**config.mk**
```make
export PLATFORM = sky130hd
export DESIGN_NAME = module_decodi
export DESIGN_NICKNAME = d
export VERILOG_FILES = /design/src/rtl/hamming_pkg.sv /design/src/rtl/hamming_syndrome.sv /design/src/rtl/module_decodi.sv
export SDC_FILE = /design/constraint.sdc
export NUM_CORES = 1
export LEC_CHECK = 0
export BUFFER_PORTS_ARGS = -buffer_cell sky130_fd_sc_hd__clkbuf_2
export CAP_MARGIN = 25
export CORE_AREA = 3 3 40 42
export CTS_CLUSTER_DIAMETER = 40
export DETAILED_ROUTE_END_ITERATION = 16
export DIE_AREA = 0 0 43 45
export GPL_ROUTABILITY_DRIVEN = 0
export GPL_TIMING_DRIVEN = 1
export PLACE_DENSITY_LB_ADDON = 0.15
export SLEW_MARGIN = 5
export SYNTH_ARGS = -nofsm -noshare
export SYNTH_HDL_FRONTEND = slang
export SYNTH_SLANG_ARGS = --single-unit
export TNS_END_PERCENT = 1
```
**constraint.sdc**
```tcl
create_clock -name clk -period 0.8 [get_ports clk]
set_input_delay 0.04 -clock clk [delete_from_list [all_inputs] [get_ports clk]]
set_output_delay 0.04 -clock clk [all_outputs]
set_load 0.01 [all_outputs]
```
**src/rtl/hamming_pkg.sv**
```systemverilog
// Shared constants and helpers for the extended Hamming(8,4) codec.
// Bit positions follow the classic 1..7 numbering mapped onto bits 0..6.
package hamming_pkg;

    localparam int CODE_W = 8;
    localparam int DATA_W = 4;
    localparam int SYN_W  = 3;

    localparam int P1 = 0;
    localparam int P2 = 1;
    localparam int D1 = 2;
    localparam int P4 = 3;
    localparam int D2 = 4;
    localparam int D3 = 5;
    localparam int D4 = 6;
    localparam int P0 = 7;

    typedef struct packed {
        logic [DATA_W-1:0] data;
        logic [SYN_W-1:0]  syn;
        logic              err_single;
        logic              err_double;
    } dec_t;

    function automatic logic [SYN_W-1:0] calc_syndrome(
        input logic [CODE_W-1:0] c
    );
        logic [SYN_W-1:0] s;
        s[0] = c[P1] ^ c[D1] ^ c[D2] ^ c[D4];
        s[1] = c[P2] ^ c[D1] ^ c[D3] ^ c[D4];
        s[2] = c[P4] ^ c[D2] ^ c[D3] ^ c[D4];
        return s;
    endfunction

endpackage

```
**src/rtl/hamming_syndrome.sv**
```systemverilog
// Combinational syndrome, global parity and single-bit correction.
// The corrected word assumes a single error; the caller decides whether to use it.
module hamming_syndrome
    import hamming_pkg::*;
(
    input  logic [CODE_W-1:0] datos_cod,
    output logic [SYN_W-1:0]  sindrome,
    output logic              paridad,
    output logic [CODE_W-1:0] corregido
);

    always_comb begin
        sindrome  = calc_syndrome(datos_cod);
        paridad   = ^datos_cod;
        corregido = datos_cod;
        // Syndrome value k points at Hamming position k, i.e. bit k-1
        for (int i = 0; i < CODE_W - 1; i++) begin
            if (sindrome == SYN_W'(i + 1)) begin
                corregido[i] = ~datos_cod[i];
            end
        end
    end

endmodule

```
**src/rtl/module_decodi.sv**
```systemverilog
// SECDED receive-side decoder: classify, correct, extract, register.
// One cycle of latency; registers update every cycle, qualified by valid_out.
module module_decodi
    import hamming_pkg::*;
(
    input  logic              clk,
    input  logic              rst,
    input  logic [CODE_W-1:0] datos_cod,
    input  logic              valid_in,
    output logic [DATA_W-1:0] datos_out,
    output logic              valid_out,
    output logic [SYN_W-1:0]  sindrome,
    output logic              err_single,
    output logic              err_double
);

    logic [SYN_W-1:0]  syn;
    logic              par;
    logic [CODE_W-1:0] corr;
    logic [CODE_W-1:0] word;
    logic              unused_bits;
    dec_t              dec;

    hamming_syndrome u_syn (
        .datos_cod (datos_cod),
        .sindrome  (syn),
        .paridad   (par),
        .corregido (corr)
    );

    always_comb begin
        dec     = '0;
        dec.syn = syn;
        word    = datos_cod;
        unique case ({|syn, par})
            2'b00: ;
            2'b11: begin
                dec.err_single = 1'b1;
                word           = corr;
            end
            // Only p0 flipped: data bits are already intact
            2'b01: dec.err_single = 1'b1;
            2'b10: dec.err_double = 1'b1;
            default: ;
        endcase
        dec.data = {word[D4], word[D3], word[D2], word[D1]};
    end

    assign unused_bits = ^{word[P0], word[P4], word[P2], word[P1]};

    always_ff @(posedge clk or posedge rst) begin
        if (rst) begin
            datos_out  <= '0;
            valid_out  <= 1'b0;
            sindrome   <= '0;
            err_single <= 1'b0;
            err_double <= 1'b0;
        end else begin
            datos_out  <= dec.data;
            valid_out  <= valid_in;
            sindrome   <= dec.syn;
            err_single <= dec.err_single;
            err_double <= dec.err_double;
        end
    end

endmodule

```
# Yosys cells after proc, flatten, opt, wreduce, memory -nomap -nowiden
# Cells that the tools add are included.
# classes
n_eq_ne	10
mux	10
n_bitwise	16
n_reduce_logical	3
# op_table
cell	count
3-bit == test, second input constant	4
1-bit two-way mux	9
1-bit bitwise XOR	9
8-bit parity	1
7-bit two-way mux	1
1-bit inverter	7
3-bit by 2-bit == test with 1-bit output, second input constant	2
2-bit == test, second input constant	2
3-bit by 1-bit == test with 1-bit output, second input constant	1
3-bit OR reduction	1
2-bit by 1-bit == test with 1-bit output, second input constant	1
2-bit OR reduction	1
# totals
ff_bits	10
elab_cells	44

# Logic depth before layout (Yosys ltp)
# logic_depth
word_depth	7
ltp_mapped	5

# Hierarchy
# Synthesis repeated with hierarchy kept, for this count alone.
# hier_totals
cells_unflattened	50
hier_area_um2	590.6
# by_module_without_submodules
mod	instances	cells_each	area_per_inst_um2	seq_area_each_um2
module_decodi	1	19	332.8	250.2
hamming_syndrome	1	31	257.7	0.0

# Worst setup path after synthesis
# Ideal clock, no wire load.
# synth_timing
kind	input -> register
start	in datos_cod[1]
end	reg datos_out[3]
setup_time_ns	0.127
arrival_time_ns	0.988
required_ns	0.673
slack_ns	-0.316
stages	4
path_buffers	0
cell_sequence	xor2_2 -> xnor2_1 -> nand3_1 -> mux2_1
# synth_rtl
item	line_no	rtl
from (decl)	module_decodi.sv:8	input logic [CODE_W-1:0] datos_cod,
to (signal assigned)	module_decodi.sv:59	datos_out <= dec.data;
to (decl)	module_decodi.sv:10	output logic [DATA_W-1:0] datos_out,

==> run metrics <==
Worst slew margin=76.35%; H-tree depth=1; Critical Path, Cell by Cell=clkbuf_16 -> xor2_4 -> xnor2_2 -> nand3_1 -> mux2_4; net count after synthesis=46; MaxCap Viol Count=0; share of the synthesized area in the top cell type=53.76%; Min Clock Period, post-route=0.8311 ns; final wirelength=881 µm; Worst EP arrival=0.98 ns; PortBufs=20; initial DRC count=0; Max stage delay on crit path=0.30 ns; Final Hold Fails=0; first-pass GRT wire length=1.428 mm; Row Count=13; core box area=1285 µm²; synthesized area=465.4 µm²; clk slew on worst S/H paths=0.06 ns; number of synthesized flops with an enable pin=0; largest cells by area after synthesis=dfrtp_1, xnor2_1, xor2_2; chip height=45 µm; Synth Register Bits=10; Slowest-stage cell, CP=mux2_4; final worst-path cycle share=103.9%; Peak VDD IR=0.001028 V; leading area contributor after synthesis=dfrtp_1; Worst Tran Pin Value=0.3543 ns; startpoint types=input pin; GR Overflow Total=0; Most used DFF post-synth=dfrtp_1; Detail Route Antenna Nets=0; clk sinks=10; Worst setup EP type=flop; CTS tree=yes; Area Growth Syn to Fin=92.74%; initial antenna violation count=0; status=complete, but fails checks; CTS Buf Count=3; Lkg Pwr=0.4376 nW; Crit path required time=0.94 ns; most common cell in the synthesized netlist=xnor2_1; Post-synth top cells=xnor2_1, dfrtp_1, nand4b_1, xor2_1, xor2_2; vias in the first global route=378; Fill cells=101; asr flop ratio synth=100.0%; Worst Setup Path Type=in2reg; clk root buf=clkbuf_4; setup ws final=-0.03110 ns; WL/cell=9.681 µm; post-synth cell types=12; DR DRC count=0; mean post-synth cell area=13.30 µm²; Clock Tree Buf Depth=2; final setup vio count=4; DP Worst Slack=-0.3908 ns; n_diodes=0; Hold Crit Class=in2reg; Mapped Cells=35; die area=1935 µm²; share of layout cells above drive strength 1=68.42%; IO Pins=21; failing checks=setup timing; largest net degree at the start of global routing=11; initial core utilization=36.22%; Pwr Density=1976 nW/µm²; first-pass detailed-route iteration total=1; DR vias/cell=4.231; CP max FO=4; total number of vias=385; Max Clock Freq=1203 MHz; Total Power=1.773 mW; RSZ-0062 raised after global routing=true; Total GRT Usage=10.58%; Final #Nets=88; chip width=43 µm; final slew viol count=0; Util after Layout=69.82%; HPWL after detailed placement=754.5 µm; register area share after synthesis=53.76%; synth warn=0
cell families after synthesis:
family,after synthesis,synth area share [%]
xor gates and xnor gates,16,33.33
buffers and inverters,2,1.611
AOI/OAI and AO/OA,2,2.688
DFF,10,53.76
muxes,1,2.419
and+or+nand+nor,4,6.183
final timing paths:
kind / from / endpoint / depth (start not counted)
max in group asynchronous: rst / err_single / 3
worst min-delay path: datos_cod[2] / datos_out[0] / 3
min in group asynchronous: rst / datos_out[1] / 3
worst max-delay path: datos_cod[6] / datos_out[3] / 5
sequential cells by signal, indices dropped and copies added, names as in the netlist:
signal      cells
valid_out       1
err_single      1
sindrome        3
err_double      1
datos_out       4
timing repair:
action | CTS | global route
endpoints found under the hold margin | 11 | 0
endpoints found under the setup margin | 9 | 12
gates resized for setup | 14 | 5
hold buffers | 2 | 0
setup buffers | 1 | 0
pin swaps | 9 | 11
layout make-up:
class	count	area, µm²	share of cell area (%)
Multi-Input combinational cell	23	301.5	33.61
Timing Repair Buffer	37	282.8	31.52
Sequential cell	10	250.2	27.89
Clock buffer	4	36.28	4.045
Tap cell	15	18.77	2.092
Inverter	2	7.507	0.8368
power by group:
part,total (mW),switching [mW],internal (mW)
clock network,0.430,0.155,0.276
logic,0.711,0.306,0.404
registers,0.632,0.0269,0.605
total,1.77,0.488,1.28
cell usage in the layout, fill, tap and decap left out, drive strengths merged:
cell type / count
clkbuf: 21
buf: 18
xnor2: 12
dfrtp: 10
xor2: 4
nand4b: 2
dlygate4sd3: 2
inv: 2
nand4: 1
o211ai: 1
o21ai: 1
nand3: 1
mux2: 1
stage by stage:
step                      setup TNS (ns)  hold slack, ns  cell area [µm²]  cells
after floorplan                  -0.7935         -0.1198            514.2     35
after global placement            -2.198       -0.002568            738.2     84
after detailed placement          -2.374        0.006449            738.2     84
after CTS                        -0.2060          0.1100            890.9     91
after global routing             -0.3833          0.1264            897.1     91
final                           -0.05992          0.1161            897.1     91
routing by layer:
layer / vias up / GRT usage [%] / routed length [µm]
li1: 196 / - / -
met1: 172 / 8.861 / 290
met2: 17 / 20.06 / 490
met3: 0 / 3.187 / 99
met4: 0 / 9.036 / 0
met5: - / 0 / 0
critical path, delay by kind of cell:
kind	cells	cell delay [ns]
buffers and inverters	1	0.14
XOR/XNOR	2	0.37
multiplexers	1	0.30
AND/OR/NAND/NOR	1	0.12
No activity file was read; power rests on OpenSTA's default activity.
